==> src/rtl/axis_eth_fcs_wide_pkg.sv <==
// Shared CRC-32 constants and the byte-serial reflected CRC step for the wide FCS tap.
// Used by both builds; the residue constant only matters with AXIS_ETH_FCS_WIDE_CHECK_EN.
package axis_eth_fcs_wide_pkg;

  localparam logic [31:0] CRC_POLY    = 32'h04C11DB7;
  localparam logic [31:0] CRC_INIT    = 32'hFFFFFFFF;
  localparam logic [31:0] CRC_RESIDUE = 32'hDEBB20E3;
  localparam logic [15:0] LEN_SAT     = 16'hFFFF;

  function automatic logic [31:0] reflect32(input logic [31:0] v);
    logic [31:0] r;
    r = '0;
    for (int i = 0; i < 32; i++) begin
      r[i] = v[31-i];
    end
    return r;
  endfunction

  localparam logic [31:0] CRC_POLY_REFL = reflect32(CRC_POLY);

  // Bit 0 of each byte is first on the wire, so the register shifts right.
  function automatic logic [31:0] crc32_byte(input logic [31:0] crc, input logic [7:0] b);
    logic [31:0] c;
    c = crc ^ {24'd0, b};
    for (int i = 0; i < 8; i++) begin
      c = c[0] ? ((c >> 1) ^ CRC_POLY_REFL) : (c >> 1);
    end
    return c;
  endfunction

endpackage

==> src/rtl/axis_eth_fcs_wide_lfsr.sv <==
// Combinational CRC-32 advance over BYTES bytes of data_in, byte 0 first.
module axis_eth_fcs_wide_lfsr
  import axis_eth_fcs_wide_pkg::*;
#(
  parameter int BYTES = 1
) (
  input  logic [31:0]        state_in,
  input  logic [8*BYTES-1:0] data_in,
  output logic [31:0]        next_state
);

  logic [31:0] crc_next;

  always_comb begin
    crc_next = state_in;
    for (int i = 0; i < BYTES; i++) begin
      crc_next = crc32_byte(crc_next, data_in[8*i +: 8]);
    end
  end

  assign next_state = crc_next;

endmodule

==> src/rtl/axis_eth_fcs_wide.sv <==
// AXI4-Stream Ethernet FCS generator/checker tap (8..64-bit datapath); reports FCS, length, error.
// Optional residue check with output_fcs_ok enabled by AXIS_ETH_FCS_WIDE_CHECK_EN.
module axis_eth_fcs_wide
  import axis_eth_fcs_wide_pkg::*;
#(
  parameter int DATA_WIDTH = 64,
  parameter int KEEP_WIDTH = DATA_WIDTH / 8
) (
  input  logic                  clk,
  input  logic                  rst,
  input  logic [DATA_WIDTH-1:0] s_axis_tdata,
  input  logic [KEEP_WIDTH-1:0] s_axis_tkeep,
  input  logic                  s_axis_tvalid,
  output logic                  s_axis_tready,
  input  logic                  s_axis_tlast,
  input  logic                  s_axis_tuser,
  output logic [31:0]           output_fcs,
  output logic                  output_fcs_valid,
  output logic [15:0]           output_frame_len,
  output logic                  output_bad_frame
`ifdef AXIS_ETH_FCS_WIDE_CHECK_EN
  ,
  output logic                  output_fcs_ok
`endif
);

  localparam int CW = $clog2(KEEP_WIDTH + 1);

  logic [31:0] crc_state_reg, crc_state_next;
  logic [15:0] len_cnt_reg, len_cnt_next;
  logic        bad_acc_reg, bad_acc_next;
  logic [31:0] fcs_reg, fcs_next;
  logic        fcs_valid_reg, fcs_valid_next;
  logic [15:0] frame_len_reg, frame_len_next;
  logic        bad_frame_reg, bad_frame_next;

  logic [CW-1:0] keep_cnt;
  logic [CW-1:0] byte_cnt;
  logic [31:0]   crc_folded;
  logic [16:0]   len_sum;
  logic [15:0]   len_sat;
  logic [31:0]   lfsr_out [1:KEEP_WIDTH];

  // One advance unit per possible byte count, all fed from the same state.
  for (genvar gi = 1; gi <= KEEP_WIDTH; gi++) begin : g_lfsr
    axis_eth_fcs_wide_lfsr #(
      .BYTES(gi)
    ) u_lfsr (
      .state_in  (crc_state_reg),
      .data_in   (s_axis_tdata[8*gi-1:0]),
      .next_state(lfsr_out[gi])
    );
  end

  always_comb begin
    keep_cnt = '0;
    for (int i = 0; i < KEEP_WIDTH; i++) begin
      keep_cnt = keep_cnt + CW'(s_axis_tkeep[i]);
    end
  end

  // tkeep only qualifies the last beat; earlier beats are always full width.
  assign byte_cnt = s_axis_tlast ? keep_cnt : CW'(KEEP_WIDTH);

  always_comb begin
    crc_folded = crc_state_reg;
    for (int i = 1; i <= KEEP_WIDTH; i++) begin
      if (byte_cnt == CW'(i)) begin
        crc_folded = lfsr_out[i];
      end
    end
  end

  assign len_sum = {1'b0, len_cnt_reg} + 17'(byte_cnt);
  assign len_sat = len_sum[16] ? LEN_SAT : len_sum[15:0];

  always_comb begin
    crc_state_next = crc_state_reg;
    len_cnt_next   = len_cnt_reg;
    bad_acc_next   = bad_acc_reg;
    fcs_next       = fcs_reg;
    fcs_valid_next = 1'b0;
    frame_len_next = frame_len_reg;
    bad_frame_next = bad_frame_reg;
    if (s_axis_tvalid) begin
      if (s_axis_tlast) begin
        fcs_next       = ~crc_folded;
        fcs_valid_next = 1'b1;
        frame_len_next = len_sat;
        bad_frame_next = bad_acc_reg | s_axis_tuser;
        crc_state_next = CRC_INIT;
        len_cnt_next   = '0;
        bad_acc_next   = 1'b0;
      end else begin
        crc_state_next = crc_folded;
        len_cnt_next   = len_sat;
        bad_acc_next   = bad_acc_reg | s_axis_tuser;
      end
    end
  end

  always_ff @(posedge clk) begin
    if (rst) begin
      crc_state_reg <= CRC_INIT;
      len_cnt_reg   <= '0;
      bad_acc_reg   <= 1'b0;
      fcs_reg       <= '0;
      fcs_valid_reg <= 1'b0;
      frame_len_reg <= '0;
      bad_frame_reg <= 1'b0;
    end else begin
      crc_state_reg <= crc_state_next;
      len_cnt_reg   <= len_cnt_next;
      bad_acc_reg   <= bad_acc_next;
      fcs_reg       <= fcs_next;
      fcs_valid_reg <= fcs_valid_next;
      frame_len_reg <= frame_len_next;
      bad_frame_reg <= bad_frame_next;
    end
  end

`ifdef AXIS_ETH_FCS_WIDE_CHECK_EN
  logic fcs_ok_reg, fcs_ok_next;

  // A frame carrying its own valid FCS leaves the fixed residue in the raw CRC state.
  always_comb begin
    fcs_ok_next = fcs_ok_reg;
    if (s_axis_tvalid && s_axis_tlast) begin
      fcs_ok_next = (crc_folded == CRC_RESIDUE);
    end
  end

  always_ff @(posedge clk) begin
    if (rst) begin
      fcs_ok_reg <= 1'b0;
    end else begin
      fcs_ok_reg <= fcs_ok_next;
    end
  end

  assign output_fcs_ok = fcs_ok_reg;
`endif

  assign s_axis_tready    = 1'b1;
  assign output_fcs       = fcs_reg;
  assign output_fcs_valid = fcs_valid_reg;
  assign output_frame_len = frame_len_reg;
  assign output_bad_frame = bad_frame_reg;

endmodule

==> config.mk <==
export PLATFORM = sky130hd
export DESIGN_NAME = axis_eth_fcs_wide
export DESIGN_NICKNAME = d
export VERILOG_FILES = /design/src/rtl/axis_eth_fcs_wide_pkg.sv /design/src/rtl/axis_eth_fcs_wide_lfsr.sv /design/src/rtl/axis_eth_fcs_wide.sv
export SDC_FILE = /design/constraint.sdc
export NUM_CORES = 1
export LEC_CHECK = 0
export BUFFER_PORTS_ARGS = -buffer_cell sky130_fd_sc_hd__buf_2
export CORE_MARGIN = 2
export CORE_UTILIZATION = 55
export CTS_CLUSTER_DIAMETER = 30
export CTS_CLUSTER_SIZE = 16
export DETAILED_ROUTE_END_ITERATION = 8
export GPL_ROUTABILITY_DRIVEN = 0
export HOLD_SLACK_MARGIN = 0.05
export PLACE_DENSITY = 0.77
export SYNTH_ARGS = -nofsm -noshare
export SYNTH_HDL_FRONTEND = slang
export SYNTH_SLANG_ARGS = --single-unit
==> constraint.sdc <==
create_clock -name clk -period 8.1 [get_ports clk]
set_clock_uncertainty 0.05 [all_clocks]
set_input_delay 2.025 -clock clk [delete_from_list [all_inputs] [get_ports clk]]
set_output_delay 2.025 -clock clk [all_outputs]
set_load 0.005 [all_outputs]
# ---- After elaboration in Yosys (flattened, before gate mapping)
# Index checks and enable logic that the tools add are counted.
dict set report op_classes {
  addsub 8
  eq_ne 8
  n_mux 78
  bitwise_logic 75
  n_reduce_logical 2
}
# cell count
set op_table {}
lappend op_table {{two-way mux 32 bit} 73}
lappend op_table {{inverter 13 -> 14 bit} 64}
lappend op_table {{XOR 32 x 8 -> 32 bit} 8}
lappend op_table {{two-way mux 16 bit} 2}
lappend op_table {{inverter 32 bit} 1}
lappend op_table {{adder 16 x 4 -> 17 bit} 1}
lappend op_table {{adder 4 x 1 -> 4 bit} 4}
lappend op_table {{== test 4 x 3 -> 1 bit (second input constant)} 4}
lappend op_table {{== test 4 x 2 -> 1 bit (second input constant)} 2}
lappend op_table {{adder 3 x 1 -> 4 bit} 1}
lappend op_table {{== test 4 x 1 -> 1 bit (second input constant)} 1}
lappend op_table {{== test 4 bit (second input constant)} 1}
lappend op_table {{two-way mux 4 bit} 1}
lappend op_table {{adder 2 x 1 -> 3 bit} 1}
lappend op_table {{adder 1 x 1 -> 2 bit} 1}
lappend op_table {{two-way mux 1 bit} 2}
lappend op_table {{AND reduction 2 bit} 1}
lappend op_table {{OR reduction 2 bit} 1}
lappend op_table {{inverter 1 bit} 1}
lappend op_table {{OR 1 bit} 1}
dict set report word_totals {
  register_bits 99
  inputBits 77
  output_inout_bits 51
  elab_cells 178
}

# ---- Depth between registers and ports, before layout
# Gate-level depths: netlist (run 1).
dict set report logic_depth {
  word_depth 138
  ltp_mapped 25
  depth_no_buf 23
}

# ---- Cells and area by module
# Synthesis (run 1) repeated with hierarchy kept, for this count alone.
dict set report hier_totals {
  cells_unflattened 3243
  area_unflattened_um2 38186.6
}
# module instances cells_each area_each_um2 seq_area_each_um2
set modules_own_cells {}
lappend modules_own_cells {{axis_eth_fcs_wide_lfsr (g_lfsr[8].u_lfsr)} 1 531 7704.9 0.0}
lappend modules_own_cells {axis_eth_fcs_wide 1 835 6560.0 1981.9}
lappend modules_own_cells {{axis_eth_fcs_wide_lfsr (g_lfsr[7].u_lfsr)} 1 466 6100.9 0.0}
lappend modules_own_cells {{axis_eth_fcs_wide_lfsr (g_lfsr[6].u_lfsr)} 1 408 5287.6 0.0}
lappend modules_own_cells {{axis_eth_fcs_wide_lfsr (g_lfsr[5].u_lfsr)} 1 326 4455.5 0.0}
lappend modules_own_cells {{axis_eth_fcs_wide_lfsr (g_lfsr[4].u_lfsr)} 1 264 3171.8 0.0}
lappend modules_own_cells {{axis_eth_fcs_wide_lfsr (g_lfsr[3].u_lfsr)} 1 211 2418.6 0.0}
lappend modules_own_cells {{axis_eth_fcs_wide_lfsr (g_lfsr[2].u_lfsr)} 1 138 1488.9 0.0}
lappend modules_own_cells {{axis_eth_fcs_wide_lfsr (g_lfsr[1].u_lfsr)} 1 64 998.5 0.0}

# ---- Least setup slack after synthesis (run 1)
# No wires, ideal clock.
dict set report synth_path {
  path_type {input port to flip-flop}
  startpoint {in s_axis_tdata[3]}
  endpoint {reg crc_state_reg[27]}
  setup_ps 122
  t_arrival_ps 8581
  required_ps 7928
  path_slack_ps -653
  path_stages 18
  n_path_buf 2
  path_cell_list {xnor2_2 xnor3_1 xor2_2 xnor3_1 xor2_2 xor2_1 xnor3_1 buf_4 xnor2_2 xnor3_1 buf_4 xnor3_1 xnor2_2 xnor3_2 xnor2_4 xnor3_1 a211o_1 o32a_1}
}
dict set report synth_between {
  elab_chain_cells 97
  word_cells_on_any_way 137
  classes_between {mux: 73; bitwise: 64}
}
# item line
set synth_rtl {}
lappend synth_rtl {{start, declared} axis_eth_fcs_wide.sv:11} ;# input logic [DATA_WIDTH-1:0] s_axis_tdata,
lappend synth_rtl {{XOR 32 x 8 -> 32 bit *} axis_eth_fcs_wide_pkg.sv:24} ;# c = crc ^ {24'd0, b};
lappend synth_rtl {{two-way mux 32 bit * (5 in a row)} axis_eth_fcs_wide_pkg.sv:26} ;# c = c[0] ? ((c >> 1) ^ CRC_POLY_REFL) : (c >> 1);
lappend synth_rtl {{inverter 13 -> 14 bit (no line) or two-way mux 32 bit (tied branches)} --}
lappend synth_rtl {{two-way mux 32 bit *} axis_eth_fcs_wide_pkg.sv:26}
lappend synth_rtl {{inverter 13 -> 14 bit (no line) or two-way mux 32 bit (tied branches)} --}
lappend synth_rtl {{two-way mux 32 bit *} axis_eth_fcs_wide_pkg.sv:26}
lappend synth_rtl {{inverter 13 -> 14 bit (no line)} --}
lappend synth_rtl {{two-way mux 32 bit *} axis_eth_fcs_wide_pkg.sv:26}
lappend synth_rtl {{[76 not listed]} --}
lappend synth_rtl {{inverter 13 -> 14 bit (no line) or two-way mux 32 bit (tied branches)} --}
lappend synth_rtl {{two-way mux 32 bit} axis_eth_fcs_wide_pkg.sv:26}
lappend synth_rtl {{inverter 13 -> 14 bit (no line) or two-way mux 32 bit (tied branches)} --}
lappend synth_rtl {{two-way mux 32 bit (2 in a row)} axis_eth_fcs_wide_pkg.sv:26}
lappend synth_rtl {{inverter 13 -> 14 bit (no line) or two-way mux 32 bit (tied branches)} --}
lappend synth_rtl {{two-way mux 32 bit} axis_eth_fcs_wide_pkg.sv:26}
lappend synth_rtl {{two-way mux 32 bit *} axis_eth_fcs_wide.sv:68} ;# if (byte_cnt == CW'(i)) begin
lappend synth_rtl {{two-way mux 32 bit *} axis_eth_fcs_wide.sv:86} ;# if (s_axis_tlast) begin
lappend synth_rtl {{end signal, assigned} axis_eth_fcs_wide.sv:112} ;# crc_state_reg <= crc_state_next;
lappend synth_rtl {{end, declared} axis_eth_fcs_wide.sv:29} ;# logic [31:0] crc_state_reg, crc_state_next;
# Mark *: on every way between the ends. The rest lies on a longest branch, timed or not.
# A chain may end at the register's enable or synchronous reset.

# ---- Worst setup path after layout (run 1)
dict set report layout_path {
  startpoint {in s_axis_tdata[6]}
  endpoint {reg crc_state_reg[27]}
}
dict set report layout_between {
  elab_chain_cells 96
  word_cells_on_any_way 134
  classes_between {mux: 72; bitwise: 62}
}
# item line
set layout_rtl {}
lappend layout_rtl {{XOR 32 x 8 -> 32 bit *} axis_eth_fcs_wide_pkg.sv:24}
lappend layout_rtl {{inverter 13 -> 14 bit (no line)} --}
lappend layout_rtl {{two-way mux 32 bit * (7 in a row)} axis_eth_fcs_wide_pkg.sv:26}
lappend layout_rtl {{inverter 13 -> 14 bit (no line)} --}
lappend layout_rtl {{two-way mux 32 bit *} axis_eth_fcs_wide_pkg.sv:26}
lappend layout_rtl {{XOR 32 x 8 -> 32 bit *} axis_eth_fcs_wide_pkg.sv:24}
lappend layout_rtl {{two-way mux 32 bit *} axis_eth_fcs_wide_pkg.sv:26}
lappend layout_rtl {{inverter 13 -> 14 bit (no line) or two-way mux 32 bit (tied branches)} --}
lappend layout_rtl {{[73 not listed]} --}
lappend layout_rtl {{inverter 13 -> 14 bit (no line) or two-way mux 32 bit (tied branches)} --}
lappend layout_rtl {{two-way mux 32 bit} axis_eth_fcs_wide_pkg.sv:26}
lappend layout_rtl {{inverter 13 -> 14 bit (no line) or two-way mux 32 bit (tied branches)} --}
lappend layout_rtl {{two-way mux 32 bit (2 in a row)} axis_eth_fcs_wide_pkg.sv:26}
lappend layout_rtl {{inverter 13 -> 14 bit (no line) or two-way mux 32 bit (tied branches)} --}
lappend layout_rtl {{two-way mux 32 bit} axis_eth_fcs_wide_pkg.sv:26}
lappend layout_rtl {{two-way mux 32 bit *} axis_eth_fcs_wide.sv:68}
lappend layout_rtl {{two-way mux 32 bit *} axis_eth_fcs_wide.sv:86}
# Marks and branches as above.

==> summary.md, run 1 <==
| Metric | Value |
|---|---|
| Status | complete, but fails checks |
| Failing checks | negative setup slack |
| Count of final setup violators | 1 |
| Final WL | 56400 um |
| Buffer levels on the longest clock path | 2 |
| Largest stage delay on the critical path | 0.61 ns |
| Setup repair after global routing missed its margin | yes |
| Worst path required time | 8.29 ns |
| Worst hold slack | 0.383 ns |
| Critical path's slowest cell | sky130_fd_sc_hd__xnor3_2 |
| Worst-skew pair later-pin latency | 0.35 ns |
| Time the worst path needs with I/O delays and setup | 8.12 ns |
| Drt drc | 0 |
| Number of fill cells in the layout | 1986 |
| Total global-route track usage | 0.364 |
| Main flop type after synthesis | sky130_fd_sc_hd__dfxtp_1 |
| Count of warnings emitted by yosys | 0 |
| Class of the tightest hold or removal check | reg2reg |
| Area post-placement | 0.0192 mm^2 |
| Site Rows | 61 |
| Count of buffers inserted at the top-level ports | 126 |
| Cell count after placement | 2309 |
| Worst setup path class | in2reg |
| Maximum net fanout on the critical path | 7 |
| Fmax | 0.123 GHz |
| Pin count of the biggest net entering global routing | 94 |
| Aggregate global routing overflow | 0 |
| Post-synthesis register bit count | 99 |
| Ys async rst share | 0 |
| Post-synthesis average cell area | 9.87 um^2 |
| Starting density of the core | 0.561 |
| Critical path startpoint category | primary input |
| Global-route wire length before repair | 83300 um |
| Headroom to the max-slew limit | 0.291 |
| Number of nets at the end of the flow | 2060 |
| Buffer type at the clock tree root | sky130_fd_sc_hd__clkbuf_16 |
| Chip height | 173 um |
| Via-per-instance ratio | 6.07 |
| Buffers plus inverters on the worst setup path | 6 |
| Clock-pin slew on the worst setup and hold paths | 0.07 ns |
| Final Hold Violating Endpoints | 0 |
| Max-slew violations | 0 |
| Floorplan die width | 173 um |
| Least-Margin Pin Slew | 1.06 ns |
| Sequential element share of the synthesized area | 0.126 |
| Distinct cell type count of the synthesized netlist | 62 |
| Number of clock buffers inserted by TritonCTS | 9 |
| Number of sinks handled by clock tree synthesis | 99 |
| Number of diodes | 0 |
| Post-route setup slack | -0.0190 ns |
| Count of flip-flops with a built-in enable after synthesis | 0 |
| TritonCTS clock tree | done |
| Detailed-router iteration count before antenna repair | 6 |
| Number of maximum-capacitance constraint violations | 0 |
| Total non-filler cell area in the finished layout | 0.0200 mm^2 |
| Number of global-route vias before repair | 13813 |
| Cell area after technology mapping | 0.0157 mm^2 |
| DPL Wire Length | 44800 um |
| Period Utilization, post-route | 1.00 |
| Count of vias placed by the detailed router | 14294 |
| Total nets after synthesis | 1677 |
| Synthesized instance count | 1588 |
| Hold-fix buffer count after cts | 0 |
| Remaining antenna violation count after routing | 0 |
| Synthesis-to-layout area growth | 27.9% |
| Number of ports placed on the die boundary | 128 |
| H-tree levels | 3 |
| Initial detailed-routing violation count | 2259 |
| Proportion of layout cells with a drive suffix above 1 | 0.323 |
| Layout Cells excl Fill | 2354 |
| Arrival time at the worst endpoint | 8.31 ns |
| Initial antenna violation count | 0 |
| Endpoint class of the critical path | flop |
| Post-placement worst setup slack | -0.393 ns |
| Area of the core | 0.0279 mm^2 |
| Drt wl/cell | 23.9 um |
| Crit path cell chain | buf_2 -> xnor2_4 -> buf_4 -> xnor2_2 -> buf_4 -> xnor2_2 -> xor2_1 -> buf_4 -> xnor3_2 -> xnor3_2 -> buf_4 -> xnor3_2 -> xnor2_4 -> buf_4 -> xnor3_2 -> xnor2_4 -> xnor2_4 -> xnor3_2 -> xnor2_4 -> xnor3_1 -> a211o_1 -> o32a_1 |
| Family with the most delay on the worst path | XOR/XNOR gates |
| Die area | 0.0299 mm^2 |
==> per-layer routing <==
metal | GRT usage | part of all wire | up-vias
li1 | - | - | 6267
met1 | 0.469 | 0.38 | 6743
met2 | 0.590 | 0.45 | 1049
met3 | 0.0886 | 0.11 | 235
met4 | 0.149 | 0.058 | 0
met5 | 0 | 0 | -
==> final timing paths <==
kind / depth (start not counted) / slack (ns) / end / start
max: 22 / -0.02 / crc_state_reg[27] / s_axis_tdata[6]
min: 2 / 0.38 / output_frame_len[9] / output_frame_len[9]
max reg2reg: 18 / 1.15 / crc_state_reg[27] / crc_state_reg[0]
min reg2reg: 2 / 0.38 / output_frame_len[9] / output_frame_len[9]
==> kinds of logic after synthesis <==
| logic type | after synthesis | share of synthesized area |
|---|---|---|
| XOR/XNOR | 703 | 0.600 |
| AO/OA/AOI/OAI | 354 | 0.144 |
| AND/OR/NAND/NOR | 290 | 0.0771 |
| buffers and inverters | 112 | 0.0291 |
| flip-flops | 99 | 0.126 |
| multiplexers | 17 | 0.0109 |
| adder cells (fa/ha/maj) | 12 | 0.0120 |
| other | 1 | 0.000239 |
==> cell usage after synthesis, types with 4 or more instances <==
library cell	instances	share of area
sky130_fd_sc_hd__a211o_1	6	0.0034
sky130_fd_sc_hd__a211oi_1	73	0.035
sky130_fd_sc_hd__a21bo_2	5	0.0032
sky130_fd_sc_hd__a21o_1	5	0.0024
sky130_fd_sc_hd__a21oi_1	95	0.030
sky130_fd_sc_hd__a22o_1	15	0.0084
sky130_fd_sc_hd__a311oi_1	4	0.0022
sky130_fd_sc_hd__a32o_1	4	0.0026
sky130_fd_sc_hd__and3_1	5	0.0020
sky130_fd_sc_hd__buf_2	8	0.0026
sky130_fd_sc_hd__buf_4	5	0.0024
sky130_fd_sc_hd__clkbuf_1	79	0.019
sky130_fd_sc_hd__dfxtp_1	99	0.13
sky130_fd_sc_hd__fa_1	5	0.0064
sky130_fd_sc_hd__ha_1	7	0.0056
sky130_fd_sc_hd__inv_1	15	0.0036
sky130_fd_sc_hd__mux2i_1	16	0.010
sky130_fd_sc_hd__nand2_1	102	0.024
sky130_fd_sc_hd__nand2b_1	5	0.0020
sky130_fd_sc_hd__nand3_1	13	0.0041
sky130_fd_sc_hd__nor2_1	118	0.028
sky130_fd_sc_hd__nor3_1	34	0.011
sky130_fd_sc_hd__o211ai_1	25	0.012
sky130_fd_sc_hd__o21ai_0	88	0.028
sky130_fd_sc_hd__o21ai_1	4	0.0013
sky130_fd_sc_hd__o311ai_0	5	0.0028
sky130_fd_sc_hd__xnor2_1	334	0.19
sky130_fd_sc_hd__xnor2_2	22	0.023
sky130_fd_sc_hd__xnor2_4	10	0.018
sky130_fd_sc_hd__xnor3_1	160	0.23
sky130_fd_sc_hd__xnor3_2	11	0.017
sky130_fd_sc_hd__xor2_1	128	0.072
sky130_fd_sc_hd__xor2_2	7	0.0073
sky130_fd_sc_hd__xor3_1	26	0.039
==> cell type report <==
type	count	area, um^2	area share
Sequential cell	99	1980	0.0989
Tap cell	378	473	0.0236
Timing Repair Buffer	467	3300	0.165
Inverter	17	63.8	0.00318
Clock buffer	11	253	0.0126
Multi-Input combinational cell	1377	13900	0.692
Clock inverter	5	106	0.00531
==> per-stage QoR <==
stage / util / TNS [ns]
2_1_floorplan: - / -0.0208
3_3_place_gp: 0.686 / -5.97
3_5_place_dp: 0.686 / -11.52
4_1_cts: 0.699 / 0
5_1_grt: 0.718 / -0.189
6_report: 0.718 / -0.0190
==> tightest hold or removal path, cell delays in order (launching register included) <==
cell and delay (ns):
sky130_fd_sc_hd__dfxtp_1 0.31, sky130_fd_sc_hd__nand2_1 0.05, sky130_fd_sc_hd__nand2_1 0.04
==> what timing repair did <==
item,4_1_cts,5_1_grt
setup endpoints to repair,2,49
pin swaps,0,21
gates resized for setup,4,52
buffers inserted,0,29
hold endpoints to repair,0,0
==> cell usage in the layout, fill, tap and decap left out, drive strengths merged, types with 16 or more instances in the layout <==
cell type,n
nor3,34
inv,17
nor2,118
a211oi,73
buf,467
dfxtp,99
mux2i,16
xnor2,366
xnor3,171
a21oi,95
nand2,102
xor3,29
xor2,137
o21ai,92
o211ai,25
Power of run 1 is not shown: default switching activity piles up to over one toggle a cycle in this logic, so the estimate is an artifact.
==> run 2: changes to the inputs <==
- PLACE_DENSITY: 0.77 -> 0.74
- clock period: 8.1 -> 8.77 ns (I/O delays scaled with it)
==> run 2 against run 1 <==
The flow now finishes without violations. Critical path depth shrank 3. Hold slack lost 0.0032 ns. Cell area shrank 8.3%. Worst setup slack gained 0.15 ns. Via count shrank 6.3%. Critical path type unchanged. Sequential share of layout area grew 0.89 points.
==> summary.md, run 2 (synthesis results as in run 1) <==
| Metric | Value |
|---|---|
| Number of sinks handled by clock tree synthesis | 99 (unchanged) |
| Detailed-router iteration count before antenna repair | 8 (was 6) |
| Synthesis-to-layout area growth | 17.3% (was 27.9%) |
| Number of maximum-capacitance constraint violations | 0 (unchanged) |
| Class of the tightest hold or removal check | reg2reg (unchanged) |
| TritonCTS clock tree | done (unchanged) |
| Aggregate global routing overflow | 0 (unchanged) |
| Arrival time at the worst endpoint | 8.78 ns (was 8.31 ns) |
| Setup repair after global routing missed its margin | no (was yes) |
| DPL Wire Length | 43600 um (was 44800 um) |
| Count of buffers inserted at the top-level ports | 126 (unchanged) |
| Critical path's slowest cell | sky130_fd_sc_hd__xnor3_2 (unchanged) |
| Initial antenna violation count | 0 (unchanged) |
| Worst setup path class | in2reg (unchanged) |
| Clock-pin slew on the worst setup and hold paths | 0.07 ns (about the same) |
| Largest stage delay on the critical path | 0.63 ns (was 0.61 ns) |
| Finished Core Util | 0.658 (was 0.718) |
| Count of final setup violators | 0 (was 1) |
| Worst hold slack | 0.380 ns (was 0.383 ns) |
| Most frequent standard cell in the layout excluding fill and tap cells | sky130_fd_sc_hd__xnor2_1 (was sky130_fd_sc_hd__buf_4) |
| Proportion of layout cells with a drive suffix above 1 | 0.234 (was 0.323) |
| Number of clock buffers inserted by TritonCTS | 9 (unchanged) |
| Reg-to-reg slack, setup | 1.43 ns (was 1.15 ns) |
| Critical path startpoint category | primary input (unchanged) |
| Number of global-route vias before repair | 13208 (was 13813) |
| Pin count of the biggest net entering global routing | 49 (was 94) |
| Family with the most delay on the worst path | XOR/XNOR gates (unchanged) |
| Commonest non-fill, non-tap cells in the layout | sky130_fd_sc_hd__xnor2_1, sky130_fd_sc_hd__buf_4, sky130_fd_sc_hd__xnor3_1 (was sky130_fd_sc_hd__buf_4, sky130_fd_sc_hd__xnor2_1, sky130_fd_sc_hd__buf_2) |
| Total global-route track usage | 0.351 (was 0.364) |
| Headroom to the max-slew limit | 0.357 (was 0.291) |
| Site Rows | 61 (unchanged) |
| Worst-skew pair later-pin latency | 0.34 ns (was 0.35 ns) |
| Count of vias placed by the detailed router | 13394 (was 14294) |
| Final WL | 53400 um (was 56400 um) |
| Hold-fix buffer count after cts | 0 (unchanged) |
| Initial detailed-routing violation count | 1811 (was 2259) |
| Time the worst path needs with I/O delays and setup | 8.64 ns |
| Maximum net fanout on the critical path | 12 (was 7) |
| Die area | 0.0299 mm^2 (unchanged) |
| Buffer type at the clock tree root | sky130_fd_sc_hd__clkbuf_16 (unchanged) |
| Chip height | 173 um (unchanged) |
| Buffer levels on the longest clock path | 2 (unchanged) |
| Final Hold Violating Endpoints | 0 (unchanged) |
| Worst path required time | 8.90 ns (was 8.29 ns) |
| Max-slew violations | 0 (unchanged) |
| Starting density of the core | 0.561 (unchanged) |
| Via-per-instance ratio | 6.03 (was 6.07) |
| Drt wl/cell | 24.0 um (was 23.9 um) |
| Crit path cell chain | buf_2 -> xnor2_4 -> xnor3_1 -> xor2_2 -> buf_12 -> xnor3_1 -> xor2_4 -> buf_4 -> xor3_1 -> xor2_1 -> xnor2_1 -> xnor3_1 -> xnor3_1 -> xnor2_2 -> xnor3_2 -> xnor2_1 -> xor3_1 -> a21oi_1 -> a21oi_1 (was buf_2 -> xnor2_4 -> buf_4 -> xnor2_2 -> buf_4 -> xnor2_2 -> xor2_1 -> buf_4 -> xnor3_2 -> xnor3_2 -> buf_4 -> xnor3_2 -> xnor2_4 -> buf_4 -> xnor3_2 -> xnor2_4 -> xnor2_4 -> xnor3_2 -> xnor2_4 -> xnor3_1 -> a211o_1 -> o32a_1) |
| Drt drc | 0 (unchanged) |
| Buffers plus inverters on the worst setup path | 3 (was 6) |
| Area of the core | 0.0279 mm^2 (unchanged) |
| H-tree levels | 3 (unchanged) |
| Least-Margin Pin Slew | 0.959 ns (was 1.06 ns) |
| Remaining antenna violation count after routing | 0 (unchanged) |
| Number of diodes | 0 (unchanged) |
| Endpoint class of the critical path | flop (unchanged) |
| Number of nets at the end of the flow | 1928 (was 2060) |
| Worst path most repeated cell | sky130_fd_sc_hd__xnor3_1 |
| Global-route wire length before repair | 79600 um (was 83300 um) |
| Status | complete, no violations (was complete, but fails checks) |
| Fmax | 0.116 GHz |
| Period Utilization, post-route | 0.986 |
| Number of ports placed on the die boundary | 128 (unchanged) |
| Floorplan die width | 173 um (unchanged) |
==> run 2: changes by cell type in the layout (fill, tap and decap cells not counted), moves of 10 or more <==
cell,before,now
sky130_fd_sc_hd__buf_4,331,207
sky130_fd_sc_hd__xnor3_1,124,156
sky130_fd_sc_hd__xnor3_2,47,15
sky130_fd_sc_hd__xnor2_1,309,330
sky130_fd_sc_hd__xor2_1,114,128
sky130_fd_sc_hd__xnor2_4,25,13
sky130_fd_sc_hd__xor2_2,15,5
==> run 2: worst min-delay path: cells and delay by family (launching register included) <==
kind | cells | cell delay [ns]
AND/OR/NAND/NOR | 2 | 0.09
flip-flops | 1 | 0.31
==> run 2: worst paths after layout <==
path	from	to	depth (start not counted)
min reg2reg	output_frame_len[7]	output_frame_len[7]	2
max	s_axis_tdata[3]	crc_state_reg[16]	19
max reg2reg	crc_state_reg[0]	crc_state_reg[16]	16
min	output_frame_len[7]	output_frame_len[7]	2
==> run 2: layer usage <==
| layer | vias up | GRT usage | part of all wire |
|---|---|---|---|
| met1 | 6288 | 0.464 | 0.39 |
| li1 | 6016 | - | - |
| met3 | 194 | 0.0754 | 0.11 |
| met5 | - | 0 | 0 |
| met4 | 0 | 0.198 | 0.063 |
| met2 | 896 | 0.535 | 0.44 |
==> run 2: what timing repair did <==
action,4_1_cts,5_1_grt
resized for setup,0,10
endpoints found under the setup margin,0,9
buffers inserted,0,7
==> run 2: area by class of cell <==
| class | instances | area [um^2] |
|---|---|---|
| fill | 2300 | 9550 |
| sequential | 99 | 1980 |
| clock buffer | 10 | 239 |
| inverter | 17 | 63.8 |
| multi-input combinational | 1377 | 13400 |
| tap | 378 | 473 |
| timing repair buffer | 335 | 2220 |
| clock inverter | 5 | 37.5 |
==> run 2: stage by stage <==
stage               worst slack [ns]  setup TNS, ns  cell area (um^2)  std cells
global placement              -0.140         -0.610             18000       2199
floorplan                     0.0249              0             15700       1588
global route                 0.00437              0             18400       2221
CTS                           0.0956              0             18300       2214
finish                         0.127              0             18400       2221
detailed placement            -0.190          -1.07             18000       2199
Power of run 2 is left out for the same reason.
